## src/rtl/chacha_pkg.sv

```systemverilog
// chacha_pkg: shared constants and FSM encoding for the ChaCha keystream consumer.
`default_nettype none

package chacha_pkg;

  localparam int CHACHA_BLOCK_BYTES = 64;
  localparam int CTR_BITS           = 32;

  typedef enum logic [1:0] {
    ST_IDLE  = 2'd0,
    ST_RUN   = 2'd1,
    ST_FLUSH = 2'd2
  } state_e;

endpackage

`default_nettype wire

```

## src/rtl/chacha_ks_fifo.sv

```systemverilog
// chacha_ks_fifo: byte-wide keystream FIFO with combinational head and synchronous clear.
`default_nettype none

module chacha_ks_fifo #(
  parameter int DEPTH = 128
) (
  input  logic                   clk,
  input  logic                   rst_n,
  input  logic                   push,
  input  logic                   pop,
  input  logic                   clear,
  input  logic [7:0]             din,
  output logic [$clog2(DEPTH):0] count,
  output logic [7:0]             head
);

  localparam int AW = $clog2(DEPTH);

  logic [7:0]    mem [DEPTH];
  logic [AW-1:0] wr_ptr;
  logic [AW-1:0] rd_ptr;

  always_ff @(posedge clk or negedge rst_n) begin
    if (!rst_n) begin
      wr_ptr <= '0;
      rd_ptr <= '0;
      count  <= '0;
    end else if (clear) begin
      wr_ptr <= '0;
      rd_ptr <= '0;
      count  <= '0;
    end else begin
      if (push) wr_ptr <= wr_ptr + AW'(1);
      if (pop)  rd_ptr <= rd_ptr + AW'(1);
      case ({push, pop})
        2'b10:   count <= count + (AW+1)'(1);
        2'b01:   count <= count - (AW+1)'(1);
        default: count <= count;
      endcase
    end
  end

  // Storage needs no reset; only pointer-qualified entries are ever read.
  always_ff @(posedge clk) begin
    if (push && !clear) mem[wr_ptr] <= din;
  end

  assign head = mem[rd_ptr];

endmodule

`default_nettype wire

```

## src/rtl/counter.sv

```systemverilog
// counter: generic up-counter with synchronous clear and increment enable.
`default_nettype none

module counter #(
  parameter int DATA_BITS = 8
) (
  input  logic                 clk,
  input  logic                 rst_n,
  input  logic                 clear,
  input  logic                 inc,
  output logic [DATA_BITS-1:0] count
);

  always_ff @(posedge clk or negedge rst_n) begin
    if (!rst_n) begin
      count <= '0;
    end else if (clear) begin
      count <= '0;
    end else if (inc) begin
      count <= count + DATA_BITS'(1);
    end
  end

endmodule

`default_nettype wire

```

## src/rtl/chacha_stream_xor.sv

```systemverilog
// chacha_stream_xor: requests ChaCha keystream blocks, buffers them, and XORs them
// onto a byte stream (encrypt and decrypt are the same operation).
`default_nettype none

module chacha_stream_xor
  import chacha_pkg::*;
#(
  parameter int FIFO_DEPTH = 128
) (
  input  logic                clk_i,
  input  logic                rst_i,
  input  logic                start_i,
  input  logic [CTR_BITS-1:0] counter_init_i,
  output logic                block_req_o,
  output logic [CTR_BITS-1:0] counter_o,
  input  logic                ks_valid_i,
  input  logic [7:0]          ks_data_i,
  input  logic                data_valid_i,
  output logic                data_ready_o,
  input  logic [7:0]          data_i,
  input  logic                data_last_i,
  output logic                out_valid_o,
  input  logic                out_ready_i,
  output logic [7:0]          out_data_o,
  output logic                out_last_o,
  output logic                exhausted_o,
  output logic                idle_o
);

  localparam int               CNT_W     = $clog2(FIFO_DEPTH) + 1;
  localparam logic [CNT_W-1:0] REQ_LIMIT = CNT_W'(FIFO_DEPTH - CHACHA_BLOCK_BYTES);

  state_e              state;
  state_e              state_nxt;
  logic [CTR_BITS-1:0] ctr;
  logic                outstanding;
  logic                exhausted;
  logic [CNT_W-1:0]    fifo_count;
  logic [7:0]          fifo_head;
  logic [6:0]          byte_cnt;

  logic start_acc;
  logic req;
  logic ks_take;
  logic ks_push;
  logic blk_done;
  logic ready;
  logic accept;
  logic fifo_clear;

  always_comb begin
    start_acc  = (state == ST_IDLE) && start_i;
    req        = (state == ST_RUN) && !outstanding && !exhausted && (fifo_count <= REQ_LIMIT);
    ks_take    = ks_valid_i && outstanding;
    // Bytes of a block still in flight after the last data byte are counted but not stored.
    ks_push    = ks_take && (state != ST_FLUSH);
    blk_done   = ks_take && (byte_cnt == 7'(CHACHA_BLOCK_BYTES - 1));
    ready      = (state == ST_RUN) && (fifo_count != '0) && (!out_valid_o || out_ready_i);
    accept     = data_valid_i && ready;
    fifo_clear = start_acc || ((state == ST_FLUSH) && !outstanding);
  end

  always_comb begin
    state_nxt = state;
    case (state)
      ST_IDLE:  if (start_i) state_nxt = ST_RUN;
      ST_RUN:   if (accept && data_last_i) state_nxt = ST_FLUSH;
      ST_FLUSH: if (!outstanding) state_nxt = ST_IDLE;
      default:  state_nxt = ST_IDLE;
    endcase
  end

  always_ff @(posedge clk_i or negedge rst_i) begin
    if (!rst_i) begin
      state       <= ST_IDLE;
      ctr         <= '0;
      outstanding <= 1'b0;
      exhausted   <= 1'b0;
    end else begin
      state <= state_nxt;
      if (start_acc) begin
        ctr       <= counter_init_i;
        exhausted <= 1'b0;
      end else if (req) begin
        ctr <= ctr + CTR_BITS'(1);
        // The last counter value is still served; the flag only blocks the wrap.
        if (ctr == '1) exhausted <= 1'b1;
      end
      if (req) outstanding <= 1'b1;
      else if (blk_done) outstanding <= 1'b0;
    end
  end

  always_ff @(posedge clk_i or negedge rst_i) begin
    if (!rst_i) begin
      out_valid_o <= 1'b0;
      out_data_o  <= '0;
      out_last_o  <= 1'b0;
    end else if (accept) begin
      out_valid_o <= 1'b1;
      out_data_o  <= data_i ^ fifo_head;
      out_last_o  <= data_last_i;
    end else if (out_ready_i) begin
      out_valid_o <= 1'b0;
    end
  end

  chacha_ks_fifo #(
    .DEPTH (FIFO_DEPTH)
  ) u_fifo (
    .clk   (clk_i),
    .rst_n (rst_i),
    .push  (ks_push),
    .pop   (accept),
    .clear (fifo_clear),
    .din   (ks_data_i),
    .count (fifo_count),
    .head  (fifo_head)
  );

  counter #(
    .DATA_BITS (7)
  ) u_byte_cnt (
    .clk   (clk_i),
    .rst_n (rst_i),
    .clear (req),
    .inc   (ks_take),
    .count (byte_cnt)
  );

  assign block_req_o  = req;
  assign counter_o    = ctr;
  assign data_ready_o = ready;
  assign exhausted_o  = exhausted;
  assign idle_o       = (state == ST_IDLE);

endmodule

`default_nettype wire

```

## config.mk

```make
export PLATFORM = sky130hd
export DESIGN_NAME = chacha_stream_xor
export DESIGN_NICKNAME = d
export VERILOG_FILES = /design/src/rtl/chacha_pkg.sv /design/src/rtl/chacha_ks_fifo.sv /design/src/rtl/counter.sv /design/src/rtl/chacha_stream_xor.sv
export SDC_FILE = /design/constraint.sdc
export NUM_CORES = 1
export LEC_CHECK = 0
export ABC_CLOCK_PERIOD_IN_PS = 3830
export CAP_MARGIN = 5
export CORE_MARGIN = 5
export CORE_UTILIZATION = 45
export CTS_BUF_LIST = sky130_fd_sc_hd__clkbuf_2
export DETAILED_ROUTE_END_ITERATION = 16
export SYNTH_ARGS = -nofsm -noshare
export SYNTH_HDL_FRONTEND = slang
export SYNTH_HIERARCHICAL = 1
export SYNTH_SLANG_ARGS = --single-unit
```

## constraint.sdc

```tcl
create_clock -name clk_i -period 3.83 [get_ports clk_i]
set_input_delay 0.5745 -clock clk_i [delete_from_list [all_inputs] [get_ports clk_i]]
set_output_delay 0.5745 -clock clk_i [all_outputs]
set_load 0.01 [all_outputs]
```

# After elaboration in Yosys (flattened, before gate mapping)
# Memory sizes are Yosys's and may differ from the RTL's.
# Index checks and enable logic that the tools add are counted.
[classes] addsub=6 order_cmp=1 n_eq_ne=10 muxes=23 bitwise_logic=1 reduce_logical=31
[ops] op="$mux 32" count=2
[ops] op="$mux 7" count=6
[ops] op="$add 32x1->32 const B" count=1
[ops] op="$eq 32x32->1 const B" count=1
[ops] op="$add 7x1->7 const B" count=3
[ops] op="$pmux 8 s2" count=1
[ops] op="$reduce_bool 2->1" count=7
[ops] op="$logic_and 1x1->1" count=13
[ops] op="$mux 1" count=9
[ops] op="$add 8x1->8 const B" count=1
[ops] op="$le 8x7->1 const B" count=1
[ops] op="$mux 8" count=1
[ops] op="$reduce_bool 8->1" count=1
[ops] op="$sub 8x1->8 const B" count=1
[ops] op="$xor 8x8->8" count=1
[ops] op="$eq 7x6->1 const B" count=1
[ops] op="$mux 2" count=3
[ops] op="$ne 2x2->1 const B" count=3
[ops] op="$pmux 2 s3" count=1
[ops] op="$eq 2x1->1 const B" count=2
[ops] op="$eq 2x2->1 const B" count=2
[ops] op="$logic_not 1->1" count=4
[ops] op="$reduce_and 3->1" count=1
[ops] op="$reduce_bool 3->1" count=1
[ops] op="other kinds (4)" count=5
[word_totals] regBits=75 ram_bits=1024 input_bits=55 out_inout_bits=46 word_cells=84 n_memories=1
[memory_table] name="u_fifo.mem" depth=128 word_bits=8 rd=1 rd_clocked_by_memory_dff=0 wr=1 line_no="chacha_ks_fifo.sv:19" rtl="logic [7:0] mem [DEPTH];"

# Longest topological paths before layout
# Gate-level depths: netlist of the first run.
[depth] word_depth=7 ltp_mapped=15 ltp_nobuf=12

# Hierarchy
# Netlist of the first run, hierarchy kept.
[by_module_without_submodules] module="chacha_ks_fifo" instances=1 cells_per_inst=2048 area_per_inst_um2=41096.9
[by_module_without_submodules] module="chacha_stream_xor" instances=1 cells_per_inst=279 area_per_inst_um2=2693.8
[by_module_without_submodules] module="counter" instances=1 cells_per_inst=29 area_per_inst_um2=307.8

# Least setup slack after synthesis of the first run
# Ideal clock, no wire load.
[synth_timing] path_kind="input port to flip-flop" startpoint="input out_ready_i" endpoint="register u_fifo.count[6]" arrival_ns=3.583 t_required_ns=3.691 slack_ns=0.109 stages=15 path_buffers=3 path_cell_list="nor2b_1 a311oi_1 nand2_1 clkbuf_1 inv_1 clkbuf_1 nand2b_1 buf_2 xnor2_1 ha_1 o31a_1 o21ai_0 o21ai_0 and3_1 or4_1"
[synth_via] elab_chain_cells=6
[synth_rtl] element="from (decl)" line_no="chacha_stream_xor.sv:23" rtl="input logic out_ready_i,"
[synth_rtl] element="$logic_or 1x1->1 *" line_no="chacha_stream_xor.sv:58" rtl="ready = (state == ST_RUN) && (fifo_count != '0) && (!out_valid_o || out_ready_i);"
[synth_rtl] element="$logic_and 1x1->1 *" line_no="chacha_stream_xor.sv:58"
[synth_rtl] element="named net data_ready_o" line_no="chacha_stream_xor.sv:19" rtl="output logic data_ready_o,"
[synth_rtl] element="$logic_and 1x1->1 *" line_no="chacha_stream_xor.sv:59" rtl="accept = data_valid_i && ready;"
[synth_rtl] element="named net accept" line_no="chacha_stream_xor.sv:48" rtl="logic accept;"
[synth_rtl] element="$eq 2x1->1 / $eq 2x2->1 (equally long branches)" line_no="chacha_ks_fifo.sv:35" rtl="case ({push, pop})"
[synth_rtl] element="$pmux 8 s2" line_no="chacha_ks_fifo.sv:35"
[synth_rtl] element="$mux 8" line_no="chacha_ks_fifo.sv:28" rtl="end else if (clear) begin"
[synth_rtl] element="to (signal assigned)" line_no="chacha_ks_fifo.sv:36" rtl="2'b10: count <= count + (AW+1)'(1);"
[synth_rtl] element="to (signal assigned)" line_no="chacha_ks_fifo.sv:37" rtl="2'b01: count <= count - (AW+1)'(1);"
[synth_rtl] element="to (signal assigned)" line_no="chacha_ks_fifo.sv:38" rtl="default: count <= count;"
[synth_rtl] element="to (decl)" line_no="chacha_ks_fifo.sv:13" rtl="output logic [$clog2(DEPTH):0] count,"
# The timed path passes the listed nets; every way through them passes the cells marked *.
# A chain may end at the register's enable or synchronous reset.

# Worst setup path after layout of the first run
[layout_timing] startpoint="register u_fifo.rd_ptr[1]" endpoint="register out_data_o[5]"
[layout_via] elab_chain_cells=2
[layout_rtl] element="from (decl)" line_no="chacha_ks_fifo.sv:21" rtl="logic [AW-1:0] rd_ptr;"
[layout_rtl] element="from (signal assigned)" line_no="chacha_ks_fifo.sv:34" rtl="if (pop) rd_ptr <= rd_ptr + AW'(1);"
[layout_rtl] element="$mem_v2 128x8"
[layout_rtl] element="named net fifo_head[5]" line_no="chacha_stream_xor.sv:39" rtl="logic [7:0] fifo_head;"
[layout_rtl] element="$xor 8x8->8" line_no="chacha_stream_xor.sv:101" rtl="out_data_o <= data_i ^ fifo_head;"
[layout_rtl] element="to (signal assigned)" line_no="chacha_stream_xor.sv:101"
[layout_rtl] element="to (decl)" line_no="chacha_stream_xor.sv:24" rtl="output logic [7:0] out_data_o,"
# The timed path passes the listed nets, and every way through them passes these cells.

==> impl_summary.md, run 1 <==
STA
The final total negative setup slack is 0 ps. The share of the clock period used by the worst path is 92.50%. Setup violations remaining at the end of the flow were counted as 0.

The achievable clock frequency is 0.2823 GHz. Across all hold checks on the routed design, the worst slack comes to 215.6 ps. For the pin with the worst max-slew slack, the measured transition is roughly 1300 ps.

The number of slew-limit violations in the final report is 0. The final critical delay including setup and external delays is between 3000 and 4000 ps. The setup skew after layout is 127.9 ps. The final count of hold timing violations is 0. Measured against its own limit, the worst slew margin works out to 14.78%. Setup repair after global routing left no endpoint under its margin.

Floorplan
The die is 323.0 um wide. The die covers 104400 sq um. For this configuration, the core starts out at a cell density of 45.47%. The placeable core region is 96990 sq um. The number of top-level pins is just over 100.

In this run the vertical extent of the chip is 323.0 um. The initialized floorplan defines 114 standard-cell rows.

Logic synthesis
After synthesis, flip-flops and latches occupy 73.98% of the total area. The number of nets handed over by synthesis was 2419. Ranked by total cell area, the synthesized netlist is headed by sky130_fd_sc_hd__edfxtp_1 (70%), sky130_fd_sc_hd__mux4_2 (10%), sky130_fd_sc_hd__dfrtp_1 (4.3%), sky130_fd_sc_hd__mux2i_1 (2.3%), sky130_fd_sc_hd__nor2_1 (1.7%). Averaged over all synthesized cells, the footprint is 18.72 sq um. The post-synthesis sequential element count is 1099. The number of instances in the synthesized netlist is 2356.

In this run the biggest area consumer among cell types represents a little over two thirds of the synthesized area. sky130_fd_sc_hd__edfxtp_1 takes more of the synthesized area than any other cell. The most common cell in the synthesized netlist is sky130_fd_sc_hd__edfxtp_1.

The synthesized design contains 1024 enable-type register cells. The synthesized netlist contains 77 unique library cells. After synthesis, the share of flip-flops with an asynchronous set or reset is under 10%. The mapped netlist covers 44100 sq um. The prevailing post-synth register cell is sky130_fd_sc_hd__edfxtp_1. In the synthesized netlist, the cells that appear most often are sky130_fd_sc_hd__edfxtp_1 (1024), sky130_fd_sc_hd__mux4_2 (199), sky130_fd_sc_hd__nor2_1 (197). Yosys printed 6 warnings.

Global routing
The initial antenna violation count was 3. The global-route congestion overflow total is 0. The number of global-route vias before repair is roughly 26000. The aggregate global-route resource usage is 21.87%. Entering global routing, the biggest net connects around 130 pins.

The first global-routing pass estimated around 170 mm of wire.

Setup path
The critical path goes through buf_12, buf_12, buf_4, buf_4, mux4_2, mux2_2, a221oi_1, a32oi_1, xnor2_1, o21ai_0, dlygate4sd3_1. The endpoint identified for the worst register-to-register timing path is out_data_o[5]. In this run the worst setup path begins at u_fifo/rd_ptr[1]. For the worst setup path, the data arrival time is 4900 ps. The family with the most delay on the worst path is buffers and inverters.

STA classifies the critical path startpoint as a flop. The element type at the critical path end is a flop. The critical path is of the reg -> reg type. For the worst flop-to-flop path, the logic depth is 11.

The delay of the slowest critical-path stage is 650 ps. The buffers plus inverters on the worst setup path is 5. In this run the worst path has a maximum fanout of 20. Among all stages on the critical path, the largest delay is contributed by sky130_fd_sc_hd__dfrtp_4.

In this run the critical register-to-register path is launched from u_fifo/rd_ptr[1]. At the worst endpoint, the required time is 5190 ps. The setup slack of the worst register-to-register path is 290 ps.

Hold path
The number of cells on the worst hold path is 3. The class of the most critical hold timing path is in -> reg. The hold path endpoint is u_fifo/mem[88][3]. The launch instance of the worst min-delay path is ks_data_i[3].

Drt
The routed length on met2 is 55.59 mm. The highest signal layer in the routed design is met4. Detailed routing placed a total of 10.26 mm of wire on met3. The number of vias per cell is 5.730.

The count of vias placed by the detailed router is roughly 25000. The number of iterations in the first detailed-routing pass is 5. In this run the remaining antenna-violating nets after routing total 0.

The residual DRC count is 0. The routed length on met1 is 46.52 mm. The total wire length after detailed routing is 114.5 mm.

The initial DRC count is 2281. The detail-routed net length per standard cell is 25.93 um.

Pwr
Dividing total power by cell area gives a power density of ~560 nW/um^2. Summing internal, switching and leakage power gives between 20 and 30 mW. Across the VDD grid, the largest voltage drop is 250.8 uV. Summed over all cells, the static leakage comes to 17.18 nW.

Place
Input and output buffers added on the ports amount to 100. The routability congestion estimate is 0.8550. In this run, placement finished with an instance count of 3851.

The placed wire-length estimate is 71.34 mm.

Clock tree
TritonCTS built the clock tree. The number of clock buffers added by TritonCTS is 298. For the worst-skew pair, the clock arrives at the later sink with an insertion delay of 1480 ps.

After clock tree synthesis, the clock-pin slew on the worst setup and hold paths is between 100 and 150 ps. The clock passes through at most 4 buffers. The tree is rooted in a sky130_fd_sc_hd__clkbuf_2.

The CTS sink count is between 1000 and 1500. The H-tree depth reported by CTS is 5.

Layout
The final-stage net count is 3007. Of the cells placed in the final design, the portion with a size suffix greater than 1 is roughly a third. The relative area change from synthesis to final layout is 16.43%. The count of cells in the finished layout, fillers not included, comes to 4417. At the end of the flow the core is filled with cells to 52.94%. The filler cell count is 7851.

Flow run
The tool flagged a number of max-cap violations equal to 0.

Status
The flow ran to the end, and the final reports show no timing, DRC or antenna violations.
## routing by layer
layer / track usage, % / up-vias
met1: 29.71 / 13000
met3: 5.625 / 181
li1: - / 10910
met2: 35.66 / 1211
met4: 5.857 / 0
met5: 0 / -
## area by class of cell
| class | instances | area [sq um] | area share (%) |
|---|---|---|---|
| Timing Repair Buffer | 420 | 3811 | 7.423 |
| Tap cell | 1276 | 1597 | 3.109 |
| Sequential cell | 1099 | 32640 | 63.57 |
| Clock inverter | 63 | 325.3 | 0.6336 |
| Clock buffer | 430 | 2152 | 4.191 |
| Multi-Input combinational cell | 1113 | 10760 | 20.96 |
| Antenna cell | 4 | 10.01 | 0.01949 |
| Inverter | 12 | 45.04 | 0.08773 |
## how the worst max path moves through the flow
stage	slack, ps	cells past startpoint	to
after floorplan	110	15	u_fifo/count[6]
after global placement	270	13	u_fifo/count[6]
after detailed placement	280	8	out_data_o[6]
after CTS	30	9	out_data_o[5]
after global routing	40	5	block_req_o
final	290	11	out_data_o[5]
## registers in the layout, summed over array words and instances, names as in the netlist, 2 cells and up
signal	count
u_fifo/count	8
u_fifo/wr_ptr	7
out_data_o	8
u_byte_cnt/count	7
u_fifo/mem	1024
u_fifo/rd_ptr	7
state	2
counter_o	32
## tightest hold or removal path: stages
cell,delay (ps)
sky130_fd_sc_hd__dlygate4sd3_1,530
sky130_fd_sc_hd__buf_4,180
sky130_fd_sc_hd__buf_12,180
## timing repair
action	in CTS	in global routing
pin swaps	1	0
hold buffers	60	0
setup endpoints to repair	2	2
setup buffers	6	3
gates resized for setup	15	0
hold endpoints to repair	1057	0
## cell usage in the layout, fill, tap and decap left out, types with 8 or more instances in the layout
cell type,count
sky130_fd_sc_hd__edfxtp_1,1024
sky130_fd_sc_hd__clkbuf_2,430
sky130_fd_sc_hd__buf_4,247
sky130_fd_sc_hd__mux4_2,199
sky130_fd_sc_hd__nor2_1,195
sky130_fd_sc_hd__mux2i_1,100
sky130_fd_sc_hd__clkdlybuf4s50_1,89
sky130_fd_sc_hd__a21oi_1,68
sky130_fd_sc_hd__dfrtp_1,66
sky130_fd_sc_hd__dlygate4sd3_1,59
sky130_fd_sc_hd__nand2_1,58
sky130_fd_sc_hd__a22oi_1,53
sky130_fd_sc_hd__clkinv_1,51
sky130_fd_sc_hd__xnor2_1,42
sky130_fd_sc_hd__a211oi_1,34
sky130_fd_sc_hd__o21ai_0,29
sky130_fd_sc_hd__nand3_1,28
sky130_fd_sc_hd__mux2_2,28
sky130_fd_sc_hd__a22o_1,26
sky130_fd_sc_hd__o221ai_1,21
sky130_fd_sc_hd__buf_12,20
sky130_fd_sc_hd__nor2b_1,19
sky130_fd_sc_hd__nand4_1,16
sky130_fd_sc_hd__o22ai_1,15
sky130_fd_sc_hd__xor2_1,13
sky130_fd_sc_hd__nor4_2,12
sky130_fd_sc_hd__inv_1,11
sky130_fd_sc_hd__nor3_1,10
sky130_fd_sc_hd__a211o_1,9
sky130_fd_sc_hd__a221oi_1,9
sky130_fd_sc_hd__and2_1,8
sky130_fd_sc_hd__and3_1,8
sky130_fd_sc_hd__ha_1,8
## through the flow
step | instance area, sq um | worst slack [ps]
floorplan | 44100 | 108.7
global placement | 48100 | 273.9
detailed placement | 48100 | 277.7
CTS | 51280 | 33.85
global route | 51340 | 41.51
finish | 51350 | 287.3
## kinds of logic (layout without fill, tap and decap cells)
logic type	count (synthesis)	in the layout	share of synthesized area (%)
simple gates	417	417	4.891
buf+inv	144	925	1.762
flops	1099	1099	73.98
fa+ha+maj	8	8	0.2270
xor+xnor	55	55	1.092
other cells	0	4	0
compound gates	306	306	4.894
mux	327	327	13.15
## power breakdown
group / internal [mW] / switching [mW]
registers: 13.5 / 0.482
clock network: 3.17 / 4.62
logic: 3.29 / 3.85
total: 20.0 / 8.96
Note: power is estimated with default switching activity, not from simulation.
==> run 2, diff against run 1 <==
--- a/config.mk
+++ b/config.mk
@@ -6,12 +6,12 @@
 export NUM_CORES = 1
 export LEC_CHECK = 0
 export ABC_CLOCK_PERIOD_IN_PS = 3830
-export CAP_MARGIN = 5
+export CAP_MARGIN = 20
+export CORE_ASPECT_RATIO = 0.6
 export CORE_MARGIN = 5
 export CORE_UTILIZATION = 45
 export CTS_BUF_LIST = sky130_fd_sc_hd__clkbuf_2
 export DETAILED_ROUTE_END_ITERATION = 16
 export SYNTH_ARGS = -nofsm -noshare
 export SYNTH_HDL_FRONTEND = slang
-export SYNTH_HIERARCHICAL = 1
 export SYNTH_SLANG_ARGS = --single-unit
==> run 2 against run 1 <==
  * Non-clock buffer count is 26 higher
  * Synthesized area is 1.9% lower
  * Cell count is 4.9% lower
  * Global-route usage is 0.15 points higher
  * Critical endpoint is now out_data_o[6]
  * Clock power is 9.4% lower
  * Via count is 4.3% lower
  * Clock-buffer cell count is 76 lower
==> impl_summary.md, run 2 <==
Status
The flow ran to the end, and the final reports show no timing, DRC or antenna violations.

Pwr
The internal power contribution is slightly below 20 mW. The part of the power in the clock network is 25.3%. Summed over all cells, the static leakage comes to 16.90 nW.

The switching portion of total power is 30.59%. Power spread over the standard cell area amounts to 552.4 nW/um^2. The power dissipated by switching net loads is approximately 8.5 mW. The combinational cell fraction of total power is about a quarter. The post-layout total power is between 20 and 30 mW. VDD sags by at most roughly 270 uV. In this run, flip-flops and latches consume between 40 and 50% of the power.

Layout
The final design utilization is 52.73%. The register with the most flip-flops in the final layout is u_fifo.mem. Leaving out fill and tap cells, the most frequent cells in the layout are sky130_fd_sc_hd__edfxtp_1 (1024), sky130_fd_sc_hd__clkbuf_2 (354), sky130_fd_sc_hd__mux4_2 (256). The post-route netlist has between 30% and 40% of its cells at a drive strength greater than 1.

The number of flip-flops under the largest register name is 1024. The library cell used most frequently in the layout, excluding fill and tap cells, is sky130_fd_sc_hd__edfxtp_1. The relative area change from synthesis to final layout is 16.74%. The final-stage net count is 2824. The filler cell count is 7749.

Setup path
The delay of the slowest critical-path stage is approximately 580 ps. Traced cell by cell, the critical path runs through buf_4, buf_12, mux4_2, a22oi_1, nand4_1, o32ai_2, xor2_1, o21ai_1, dlygate4sd3_1. The critical path is of the reg -> reg type.

The family with the most delay on the worst path is buffers and inverters. The highest fanout seen on the critical path is 38. Together, buffers and inverters on the worst path number 3. Measured in cells, the most critical reg-to-reg path has a length of 9.

The critical path crosses 9 cells after its start point. The element type at the critical path end is a flop. The critical path data arrival time is 5120 ps. On the critical path, the stage with the largest delay is an instance of sky130_fd_sc_hd__mux4_2.

The startpoint class of the critical path is a flop. The worst endpoint required time is 5240 ps.

Floorplan
The placeable core region is roughly 96000 sq um. The floorplan step defined a die boundary enclosing 102700 sq um. The floorplan has 88 rows.

In this run the vertical extent of the chip is ~250 um. The effective utilization at floorplan is between 40% and 50%. The number of top-level pins is 101.

From left edge to right edge, the die measures between 400 and 500 um.

Global routing
The pin count of the biggest net entering global routing is 77. The aggregate global-route resource usage is 22.02%. The global-route congestion overflow total is 0. The first global-routing pass estimated 165.2 mm of wire.

The number of global-route vias before repair is 24380. The initial antenna violation count is 5.

Clock tree
The root buffer cell chosen for the clock tree is sky130_fd_sc_hd__clkbuf_2. The CTS tree is yes. The number of CTS-inserted buffers is 232. The later-pin clock latency in the skew report is between 1500 and 2000 ps.

Clock-pin slew was measured on the worst setup and hold paths at ~120 ps. The H-tree depth reported by CTS is 4. The CTS sink count is 1099.

The longest clock path from root to sink contains 3 buffers.

Hold path
The class of the most critical hold timing path is in -> reg. The number of cells on the worst hold path is 2.

Logic synthesis
The share of flip-flops with an asynchronous set or reset is 6.824%. The fraction of synthesized cell area in xor and xnor cells is 1.113%. The share of the synthesized area in the top cell type is 71.07%. The synthesized design contains 1099 register bits. By area, the combinational part of the netlist is dominated by multiplexers. The post-synth design cell area is around 43000 sq um. The prevailing post-synth register cell is sky130_fd_sc_hd__edfxtp_1. After synthesis, the share of cell area in mux cells is 14.39%. The share of synthesized area occupied by flip-flops and latches is between 70 and 80%. In the post-synthesis netlist, the biggest area contributors are sky130_fd_sc_hd__edfxtp_1 (71%), sky130_fd_sc_hd__mux4_2 (13%), sky130_fd_sc_hd__dfrtp_1 (4.3%), sky130_fd_sc_hd__nor2_1 (1.6%), sky130_fd_sc_hd__mux2i_1 (1.1%). The biggest area consumer among synthesized cells is sky130_fd_sc_hd__edfxtp_1. The area fraction in and, or, nand and nor cells after synthesis is 3.869%.

Counting flops with a built-in enable in the synthesized netlist gives a little over 1000. Summing the areas of all fa, ha and maj instances in the mapped netlist gives less than 1% of the synthesized area. After technology mapping, the gate count stands at 2188. Yosys mapped the design onto 54 distinct sky130hd cell types. In this run the mean area of a mapped cell was 19.78 sq um. The Yosys warning count is 0.

The net count of the mapped netlist is 2254. The most common cell in the synthesized netlist is sky130_fd_sc_hd__edfxtp_1. Summing the areas of all compound-gate instances in the mapped netlist gives 3.470% of the synthesized area. Ranked by instance count, the synthesized netlist is headed by sky130_fd_sc_hd__edfxtp_1 (1024), sky130_fd_sc_hd__mux4_2 (256), sky130_fd_sc_hd__nor2_1 (186).

STA
The setup violation total in the final timing report is 0. The number of slew-limit violations in the final report is 0. The actual transition at the worst max-transition pin is ~1000 ps. Counting I/O delays and the setup requirement, the final critical path takes 3705 ps. In this run the tightest slew margin relative to its limit is 32.70%. The final count of hold timing violations is 0. The setup skew after layout is 113.6 ps. The share of the clock period used by the worst path is 96.74%. Timing would allow up to 0.2699 GHz.

Drt
The detail route stage leaves a number of antenna-violating nets equal to 0. The total wire length after detailed routing is about 110 mm. The initial DRC count is 2951. The number of iterations in the first detailed-routing pass is 5.

Across all layers, the routed design uses 24230 vias. For this run, design rule violations remaining after detail routing come to 0. Dividing the detail-routed wire length by the instance count gives 26.82 um. Dividing the detail-routed via count by the number of cells gives 5.771.

Place
The routability congestion estimate is 0.8554. The wire-length estimate of the detail-placed layout is 70.81 mm. The count of buffers from port buffering is 100.

Flow run
Max-cap violations in this run came to 0.
run 2: cell types whose count changed after synthesis, sizes merged, moves of 11 or more:
| cell | delta |
|---|---|
| a211oi | -29 |
| a21oi | -53 |
| a221oi | +22 |
| a22o | -25 |
| buf | -26 |
| mux2 | -28 |
| mux2i | -54 |
| mux4 | +57 |
| nand2 | +31 |
| nor2 | -11 |
| o21ai | +35 |
| o221ai | -21 |
run 2: power by group through the flow:
| stage | combinational (mW) | sequential, mW | clock, mW |
|---|---|---|---|
| 5_1_grt | 7.36 | 14.0 | 7.95 |
| 3_5_place_dp | 6.58 | 14.2 | 0 |
| 3_3_place_gp | 6.51 | 14.2 | 0 |
| 6_report | 6.91 | 13.9 | 7.06 |
| 2_1_floorplan | 4.02 | 14.1 | 0 |
| 4_1_cts | 6.83 | 14.0 | 7.30 |
run 2: layout make-up:
type | count | area, sq um | area share, %
Clock buffer | 354 | 1772 | 3.507
Multi-Input combinational cell | 966 | 10100 | 20.00
Sequential cell | 1099 | 32640 | 64.61
Clock inverter | 55 | 296.5 | 0.5871
Tap cell | 1260 | 1577 | 3.121
Timing Repair Buffer | 446 | 4065 | 8.048
Inverter | 13 | 48.80 | 0.09660
Antenna cell | 6 | 15.01 | 0.02972
run 2: cell families (layout without fill, tap and decap cells):
logic type / after synthesis / in the layout
muxes: 302 / 302
and+or+nand+nor: 381 / 381
other: 0 / 6
AOI/OAI and AO/OA: 217 / 217
xor gates and xnor gates: 55 / 55
DFF: 1099 / 1099
adders and majority gates: 11 / 11
buffers and inverters: 123 / 868
run 2: worst reg2reg max path: cells and delay by family (launching register included):
family | cells | cell delay (ps)
AO/OA/AOI/OAI | 3 | 820
XOR/XNOR | 1 | 210
buffers and inverters | 3 | 960
flip-flops | 1 | 440
multiplexers | 1 | 670
AND/OR/NAND/NOR | 1 | 450
run 2: metrics by stage:
stage               cell area, sq um  hold slack, ps  cells  setup slack [ps]  setup TNS (ps)
floorplan                      43270           278.9   2188             646.5               0
global placement               47240           463.5   3672             351.0               0
detailed placement             47240           473.1   3672             303.8               0
CTS                            50440           5.050   4188             19.91               0
global route                   50510           85.62   4199            -21.22          -21.22
finish                         50510           207.7   4199             124.7               0
run 2: final timing paths:
check / startpoint / endpoint / slack [ps]
max in group asynchronous: rst_i / counter_o[9] / 2760
setup reg to reg: u_fifo.rd_ptr[0] / out_data_o[6] / 120
min in group asynchronous: rst_i / u_fifo.rd_ptr[0] / 630
hold / removal: ks_data_i[1] / u_fifo.mem[52][1] / 210
hold reg to reg: out_last_o / out_last_o / 500
setup / recovery: u_fifo.rd_ptr[0] / out_data_o[6] / 120
run 2: routing by layer:
layer  wire (um)  share of wire, %  global-route usage [%]
met1       51020                45                   34.33
met2       48510                43                   30.59
met3       11210                10                   5.987
met4        1863               1.7                   5.964
met5           0                 0                       0
run 2: repair_timing:
action | CTS | global route
pin swaps | 1 | 2
setup buffers | 3 | 5
endpoints found under the setup margin | 2 | 5
gates resized for setup | 12 | 2
hold buffers | 104 | 0
endpoints found under the hold margin | 1171 | 0
